<file path="src/rtl/uart_tx_buffer_if.sv">
// Producer/transmitter-side signal bundle for uart_tx_buffer; ovf/ovf_clr exist only with UART_TX_OVF_FLAG_EN.
// The master modport drives writes and txd_flag, and the slave modport is the buffer itself.
interface uart_tx_buffer_if #(
  parameter int DEPTH_LOG2 = 4
);
  logic                  wr_en;
  logic [7:0]            wr_data;
  logic                  full;
  logic                  empty;
  logic [DEPTH_LOG2:0]   level;
  logic                  busy;
  logic                  txd_en;
  logic [7:0]            txd_data;
  logic                  txd_flag;
  logic                  tx_timeout;
`ifdef UART_TX_OVF_FLAG_EN
  logic                  ovf_clr;
  logic                  ovf;

  modport master (
    output wr_en, wr_data, txd_flag, ovf_clr,
    input  full, empty, level, busy, txd_en, txd_data, tx_timeout, ovf
  );
  modport slave (
    input  wr_en, wr_data, txd_flag, ovf_clr,
    output full, empty, level, busy, txd_en, txd_data, tx_timeout, ovf
  );
`else
  modport master (
    output wr_en, wr_data, txd_flag,
    input  full, empty, level, busy, txd_en, txd_data, tx_timeout
  );
  modport slave (
    input  wr_en, wr_data, txd_flag,
    output full, empty, level, busy, txd_en, txd_data, tx_timeout
  );
`endif
endinterface

</file>
<file path="src/rtl/uart_tx_buffer.sv">
// Byte FIFO and frame sequencer ahead of the UART transmitter. UART_TX_OVF_FLAG_EN adds a sticky overflow flag.
// A push at edge N gives txd_en after edge N+1. Writes that arrive while the FIFO is full are dropped.
module uart_tx_buffer #(
  parameter int DEPTH_LOG2 = 4,
  parameter int GAP_CYCLES = 0,
  parameter int TX_TIMEOUT = 200000
) (
  input  logic             clk,
  input  logic             rst_n,
  uart_tx_buffer_if.slave  bus
);

  localparam int DEPTH   = 1 << DEPTH_LOG2;
  localparam int WDOG_W  = (TX_TIMEOUT > 1) ? $clog2(TX_TIMEOUT) : 1;
  localparam int GAP_W   = (GAP_CYCLES > 1) ? $clog2(GAP_CYCLES) : 1;
  localparam int WDOG_LI = (TX_TIMEOUT > 0) ? TX_TIMEOUT - 1 : 0;
  localparam int GAP_LI  = (GAP_CYCLES > 0) ? GAP_CYCLES - 1 : 0;

  localparam logic [DEPTH_LOG2:0] LVL_FULL  = (DEPTH_LOG2 + 1)'(DEPTH);
  localparam logic [DEPTH_LOG2:0] LVL_ZERO  = '0;
  localparam logic [WDOG_W-1:0]   WDOG_LAST = WDOG_W'(WDOG_LI);
  localparam logic [GAP_W-1:0]    GAP_LAST  = GAP_W'(GAP_LI);

  localparam logic [1:0] S_IDLE = 2'd0;
  localparam logic [1:0] S_WAIT = 2'd1;
  localparam logic [1:0] S_GAP  = 2'd2;

  logic [7:0]            r_mem [DEPTH];
  logic [DEPTH_LOG2-1:0] r_wr_ptr;
  logic [DEPTH_LOG2-1:0] r_rd_ptr;
  logic [DEPTH_LOG2:0]   r_level;
  logic                  r_full;
  logic                  r_empty;

  logic [1:0]            r_state;
  logic [WDOG_W-1:0]     r_wdog;
  logic [GAP_W-1:0]      r_gap_cnt;
  logic                  r_txd_en;
  logic [7:0]            r_txd_data;
  logic                  r_tx_timeout;

  logic                  w_push;
  logic                  w_pop;
  logic [DEPTH_LOG2:0]   w_level_nxt;
  logic [7:0]            w_head;

  // Acceptance looks only at the registered full flag, so a pop in the same cycle cannot rescue a write.
  assign w_push = bus.wr_en && !r_full;
  assign w_pop  = (r_state == S_IDLE) && !r_empty;
  assign w_head = r_mem[r_rd_ptr];

  always_comb begin
    w_level_nxt = r_level;
    case ({w_push, w_pop})
      2'b10:   w_level_nxt = r_level + 1'b1;
      2'b01:   w_level_nxt = r_level - 1'b1;
      default: w_level_nxt = r_level;
    endcase
  end

  always_ff @(posedge clk) begin
    if (w_push) begin
      r_mem[r_wr_ptr] <= bus.wr_data;
    end
  end

  always_ff @(posedge clk or negedge rst_n) begin
    if (!rst_n) begin
      r_wr_ptr <= '0;
      r_rd_ptr <= '0;
      r_level  <= '0;
      r_full   <= 1'b0;
      r_empty  <= 1'b1;
    end else begin
      if (w_push) begin
        r_wr_ptr <= r_wr_ptr + 1'b1;
      end
      if (w_pop) begin
        r_rd_ptr <= r_rd_ptr + 1'b1;
      end
      r_level <= w_level_nxt;
      r_full  <= (w_level_nxt == LVL_FULL);
      r_empty <= (w_level_nxt == LVL_ZERO);
    end
  end

  always_ff @(posedge clk or negedge rst_n) begin
    if (!rst_n) begin
      r_state      <= S_IDLE;
      r_wdog       <= '0;
      r_gap_cnt    <= '0;
      r_txd_en     <= 1'b0;
      r_txd_data   <= 8'h00;
      r_tx_timeout <= 1'b0;
    end else begin
      r_txd_en     <= 1'b0;
      r_tx_timeout <= 1'b0;
      case (r_state)
        S_IDLE: begin
          if (!r_empty) begin
            r_txd_data <= w_head;
            r_txd_en   <= 1'b1;
            r_wdog     <= '0;
            r_state    <= S_WAIT;
          end
        end
        S_WAIT: begin
          // A txd_flag in the txd_en cycle belongs to no frame of ours, and a flag wins over a coinciding timeout.
          if (bus.txd_flag && !r_txd_en) begin
            r_gap_cnt <= '0;
            if (GAP_CYCLES > 0) begin
              r_state <= S_GAP;
            end else begin
              r_state <= S_IDLE;
            end
          end else if (r_wdog == WDOG_LAST) begin
            r_tx_timeout <= 1'b1;
            r_state      <= S_IDLE;
          end else begin
            r_wdog <= r_wdog + 1'b1;
          end
        end
        S_GAP: begin
          if (r_gap_cnt == GAP_LAST) begin
            r_state <= S_IDLE;
          end else begin
            r_gap_cnt <= r_gap_cnt + 1'b1;
          end
        end
        default: r_state <= S_IDLE;
      endcase
    end
  end

`ifdef UART_TX_OVF_FLAG_EN
  logic r_ovf;
  logic w_ovf_set;

  assign w_ovf_set = bus.wr_en && r_full;

  always_ff @(posedge clk or negedge rst_n) begin
    if (!rst_n) begin
      r_ovf <= 1'b0;
    end else if (w_ovf_set) begin
      r_ovf <= 1'b1;
    end else if (bus.ovf_clr) begin
      r_ovf <= 1'b0;
    end
  end

  assign bus.ovf = r_ovf;
`endif

  assign bus.full       = r_full;
  assign bus.empty      = r_empty;
  assign bus.level      = r_level;
  assign bus.busy       = (r_state != S_IDLE);
  assign bus.txd_en     = r_txd_en;
  assign bus.txd_data   = r_txd_data;
  assign bus.tx_timeout = r_tx_timeout;

endmodule

</file>
<file path="src/flat_wrapper.sv">
// flat-port wrapper written by rule: the top's interface ports become plain ports
module uart_tx_buffer_flat 
#(
  parameter int DEPTH_LOG2 = 4,
  parameter int GAP_CYCLES = 0,
  parameter int TX_TIMEOUT = 200000
)
  (clk, rst_n, bus_wr_en, bus_wr_data, bus_txd_flag, bus_full, bus_empty, bus_level, bus_busy, bus_txd_en, bus_txd_data, bus_tx_timeout);
  uart_tx_buffer_if #(.DEPTH_LOG2(DEPTH_LOG2)) bus_i ();
  input  logic clk;
  input  logic rst_n;
  input wire logic [$bits(bus_i.wr_en)-1:0] bus_wr_en;
  input wire logic [$bits(bus_i.wr_data)-1:0] bus_wr_data;
  input wire logic [$bits(bus_i.txd_flag)-1:0] bus_txd_flag;
  output wire logic [$bits(bus_i.full)-1:0] bus_full;
  output wire logic [$bits(bus_i.empty)-1:0] bus_empty;
  output wire logic [$bits(bus_i.level)-1:0] bus_level;
  output wire logic [$bits(bus_i.busy)-1:0] bus_busy;
  output wire logic [$bits(bus_i.txd_en)-1:0] bus_txd_en;
  output wire logic [$bits(bus_i.txd_data)-1:0] bus_txd_data;
  output wire logic [$bits(bus_i.tx_timeout)-1:0] bus_tx_timeout;
  assign bus_i.wr_en = bus_wr_en;
  assign bus_i.wr_data = bus_wr_data;
  assign bus_i.txd_flag = bus_txd_flag;
  assign bus_full = bus_i.full;
  assign bus_empty = bus_i.empty;
  assign bus_level = bus_i.level;
  assign bus_busy = bus_i.busy;
  assign bus_txd_en = bus_i.txd_en;
  assign bus_txd_data = bus_i.txd_data;
  assign bus_tx_timeout = bus_i.tx_timeout;
  uart_tx_buffer #(.DEPTH_LOG2(DEPTH_LOG2), .GAP_CYCLES(GAP_CYCLES), .TX_TIMEOUT(TX_TIMEOUT)) u_core (.clk(clk), .rst_n(rst_n), .bus(bus_i));
endmodule
</file>
<file path="config.mk">
export PLATFORM = sky130hd
export DESIGN_NAME = uart_tx_buffer_flat
export DESIGN_NICKNAME = d
export VERILOG_FILES = /design/src/rtl/uart_tx_buffer_if.sv /design/src/rtl/uart_tx_buffer.sv /design/src/flat_wrapper.sv
export SDC_FILE = /design/constraint.sdc
export NUM_CORES = 1
export LEC_CHECK = 0
export ABC_CLOCK_PERIOD_IN_PS = 7550
export BUFFER_PORTS_ARGS = -buffer_cell sky130_fd_sc_hd__buf_2
export CAP_MARGIN = 20
export CORE_ASPECT_RATIO = 1.2
export CORE_MARGIN = 1.5
export CORE_UTILIZATION = 45
export CTS_CLUSTER_DIAMETER = 50
export DETAILED_ROUTE_END_ITERATION = 10
export HOLD_SLACK_MARGIN = 0.08
export PLACE_DENSITY = 0.59
export SYNTH_ARGS = -nofsm -noshare
export SYNTH_HDL_FRONTEND = slang
export SYNTH_SLANG_ARGS = --single-unit
</file>
<file path="constraint.sdc">
create_clock -name clk -period 7.55 [get_ports clk]
set_clock_uncertainty 0.15 [all_clocks]
set_input_delay 0.3775 -clock clk [delete_from_list [all_inputs] [get_ports clk]]
set_output_delay 0.3775 -clock clk [all_outputs]
set_load 0.01 [all_outputs]
</file>
==> results summary <==
For hold timing, the worst endpoint is u_core.r_mem[5][2]. The maximum vdd ir drop came out at about 0.00018 V. Subtracting the final worst setup slack from the clock period gives 3.81 ns. The worst hold margin came out at between 0.15 and 0.2 ns. The max-slew violation count is 0. The worst-margin pin slew is between 1 and 1.5 ns. The most instantiated flip-flop cell in the synthesis netlist is sky130_fd_sc_hd__edfxtp_1. In the post-synthesis netlist, the biggest area contributors are sky130_fd_sc_hd__edfxtp_1 53%, sky130_fd_sc_hd__dfrtp_1 15%, sky130_fd_sc_hd__mux4_1 6.1%. The detailed-route vias per instance is 5.61. The die span in x came out at between 100 and 150 microns. The number of buffers created by CTS came out at 17.

The via count of the first global-routing pass came to just under 4000. In this run the power spent charging and discharging nets is between 0.9 and 1 mW. The area of the placeable core is roughly 0.016 sq mm. The worst path arrival time is between 3 and 4 ns.

The fraction of registers with async set/reset is 0.256. The later-pin clock latency in the skew report is 0.42 ns. The worst hold path depth came out at 1. Clock-pin slew was measured on the worst setup and hold paths at around 0.07 ns. Along the worst path, the maximum fanout reaches 35.

For this run, the number of Yosys warnings is 0. The final hold violation count is 0. The post-synth design cell area came out at around 0.0073 sq mm. The post-CTS setup-driven buffer insertion count came out at 0.

The placer's final routability congestion estimate came out at around 0.8. On the critical path the largest part of the delay comes from simple AND/OR/NAND/NOR gates. The routed wire length is 13.7 mm.

The critical path start-end classification is reg -> reg. The largest individual stage delay along the critical path comes from the cell sky130_fd_sc_hd__dfrtp_1. The number of nets still failing antenna checks after routing is 0. Counting both buffers and inverters, the worst setup path holds a total of 1.

Fill cells in the final layout number around 1300. Of the total power, registers draw 0.460. The H-tree was split into 4 levels.

The kind of start point of the critical path is a register. Sorting the synthesized cells by how often they occur yields 128 x sky130_fd_sc_hd__edfxtp_1, 43 x sky130_fd_sc_hd__dfrtp_1, 25 x sky130_fd_sc_hd__nand3_1. The average routed wire per standard cell is about 20 microns.

The total negative setup slack came out at 0 ns. The floorplan row count is 50. The headroom to the max-slew limit came out at 0.329. After synthesis, the netlist uses 54 different library cells. The share of total power in the clock network is 0.264.

Setup repair after global routing left no endpoint under its margin. The most common cell in the synthesized netlist is sky130_fd_sc_hd__edfxtp_1. The number of nets at the end of the flow is about 480. For this design the top-level I/O count stands at 30. The tool flagged a number of max-cap violations equal to 0. At the end of the flow the core is filled with cells to 0.519.

The number of buffers between clock root and the deepest sink is 2. The wire-length estimate of the detail-placed layout is just under 9 mm. The post-cts repair resize count came out at 0. The startpoint identified for the worst register-to-register timing path is u_core.r_state[0]. The beginning of the worst hold path is bus_wr_data[2]. The number of standard cells after synthesis is about 430. The pin count of the biggest net entering global routing came out at 45. The path category of the worst min-delay check is in -> reg.

The depth of the worst register-to-register path came out at 10. For this design, the sink count on the clock tree is 172. The static leakage is 2.96 nW.

A synthesized cell averages 16.8 sq um. The run finished with clean final reports. The cell sitting at the root of the clock tree is a sky130_fd_sc_hd__clkbuf_16.

The nature of the critical path endpoint is a register. Of the total power, the share spent switching nets is 0.321. The first-pass GRT wire length came out at roughly 22 mm. The height of the chip is about 140 microns. For this design the ratio of total power to cell area is ~370 mW/mm^2. The initial DRC count came out at about 270. The area used by multi-input combinational logic is 0.00221 sq mm. The number of synthesized register bits came out at 172.

The layout overhead on the synthesized area came out at 12.0%. Of the cells placed in the final design, the portion with a size suffix greater than 1 is 0.191. The part of the cycle the worst path needs is 0.504. The via total after detailed routing came out at about 3800. The full die area is roughly 0.017 sq mm. Setup violations remaining at the end of the flow were counted as 0. The proportion of netlist area held by the largest area contributor came out at 0.527.

The number of nets produced by synthesis came out at approximately 460. The number of antenna violations at the first check in global routing is 0. The biggest cell delay along the critical path came out at around 0.70 ns.

The initial standard-cell utilization of the core is 0.463. The number of port buffers is 29. The internal power came out at between 2 and 2.5 mW. The number of enable-type register cells in the synthesized netlist came out at about 130. The register cell area after layout is 0.00495 sq mm.

The number of remaining DRC errors is 0. The combinational fraction of design power came out at 0.276. The cell seen most often among critical-path stages is sky130_fd_sc_hd__ha_1. The maximum frequency from static timing analysis came out at roughly 260 MHz. For this run, the register share of the synthesized area comes to 0.678. The CTS tree is yes. The antenna cell count came out at 0. In this run the critical register-to-register path is captured at u_core.bus.full.

The slack of the worst reg-to-reg path is roughly 3.7 ns. The largest total area in the synthesized netlist belongs to sky130_fd_sc_hd__edfxtp_1. The data required time at the worst endpoint came out at 7.73 ns. Traced cell by cell, the critical path runs through or2_2 -> inv_1 -> ha_1 -> xor2_1 -> ha_1 -> or3b_1 -> a211oi_1 -> o21ai_1 -> xnor2_1 -> nor3b_1. The overall global routing resource usage came out at 0.177. The aggregate global routing overflow is 0.

The first detailed-routing pass ran for 4 iterations.
[layout make-up]
cell class | count | area share
flip-flops and latches | 172 | 0.605
clock buffers | 21 | 0.0551
well taps | 208 | 0.0318
multi-input cells | 234 | 0.270
repair buffers | 32 | 0.0248
clock inverters | 11 | 0.0109
inverters | 6 | 0.00275
[registers in the layout, summed over array words and instances (netlist names)]
signal / count
u_core.r_mem: 128
u_core.r_wdog: 18
u_core.bus.txd_data: 8
u_core.bus.level: 5
u_core.r_rd_ptr: 4
u_core.r_wr_ptr: 4
u_core.bus.empty: 1
u_core.bus.full: 1
u_core.bus.tx_timeout: 1
u_core.bus.txd_en: 1
u_core.r_state: 1
[power by group through the flow]
stage | registers (mW) | logic, mW | clock network [mW]
2_1_floorplan | 1.29 | 0.710 | 0
3_3_place_gp | 1.42 | 0.780 | 0
3_5_place_dp | 1.43 | 0.797 | 0
4_1_cts | 1.41 | 0.800 | 0.815
5_1_grt | 1.41 | 0.914 | 0.848
6_report | 1.38 | 0.829 | 0.795
[cell families (layout without fill, tap and decap cells)]
family | Yosys count | in the layout | share of synthesized area
buffers and inverters | 28 | 70 | 0.0202
xor gates and xnor gates | 12 | 12 | 0.0144
AOI/OAI and AO/OA | 31 | 31 | 0.0336
and+or+nand+nor | 127 | 127 | 0.0982
muxes | 55 | 55 | 0.141
adders and majority gates | 9 | 9 | 0.0154
DFF | 172 | 172 | 0.678
[layout by cell type, fill, tap and decap left out, drive strengths merged, types with 3 or more instances in the layout]
cell and count:
nand2 23, nand4 7, a221o 8, a21boi 3, xnor2 9, nand3 25
nor3 12, xor2 3, and3 8, clkinv 5, inv 10, ha 9
edfxtp 128, nand4b 3, nor4b 4, o211ai 4, nor2 7, and2 18
buf 31, o21ai 5, mux2 9, clkbuf 21, mux2i 14, mux4 32
or4b 3, dfrtp 43
[layer usage]
layer,routed length (microns),part of all wire,global-route usage
met2,7360,0.54,0.310
met5,0,0,0
met4,212,0.015,0.0679
met3,334,0.024,0.0421
met1,5820,0.42,0.211
[worst register-to-register path, cell delays in order, from the launching register on]
cell                       delay, ns
sky130_fd_sc_hd__dfrtp_1        0.70
sky130_fd_sc_hd__or2_2          0.68
sky130_fd_sc_hd__inv_1          0.28
sky130_fd_sc_hd__ha_1           0.37
sky130_fd_sc_hd__xor2_1         0.20
sky130_fd_sc_hd__ha_1           0.23
sky130_fd_sc_hd__or3b_1         0.35
sky130_fd_sc_hd__a211oi_1       0.23
sky130_fd_sc_hd__o21ai_1        0.10
sky130_fd_sc_hd__xnor2_1        0.21
sky130_fd_sc_hd__nor3b_1        0.22
[timing repair]
| item | 4_1_cts | 5_1_grt |
|---|---|---|
| endpoints found under the hold margin | 43 | 0 |
| hold buffers | 1 | 0 |
| endpoints found under the setup margin | 0 | 0 |
[stage by stage]
step	std cells	setup WS [ns]	area [sq um]	power, mW
after CTS	682	3.76	8130	3.03
final	684	3.74	8180	3.01
after floorplan	434	4.58	7300	2.00
after detailed placement	649	3.76	7580	2.23
after global routing	684	3.42	8180	3.18
after global placement	649	3.92	7580	2.20
[worst max-delay path by stage]
stage                                  from         endpoint  slack (ns)  depth (start not counted)
after floorplan            u_core.bus.empty  u_core.bus.full        4.58                         12
after global placement    u_core.r_state[0]  u_core.bus.full        3.92                         10
after detailed placement  u_core.r_state[0]  u_core.bus.full        3.76                         10
after CTS                 u_core.r_state[0]  u_core.bus.full        3.76                         10
after global routing      u_core.r_state[0]  u_core.bus.full        3.42                         10
final                     u_core.r_state[0]  u_core.bus.full        3.74                         10
Power figures use the tool's default switching activity.
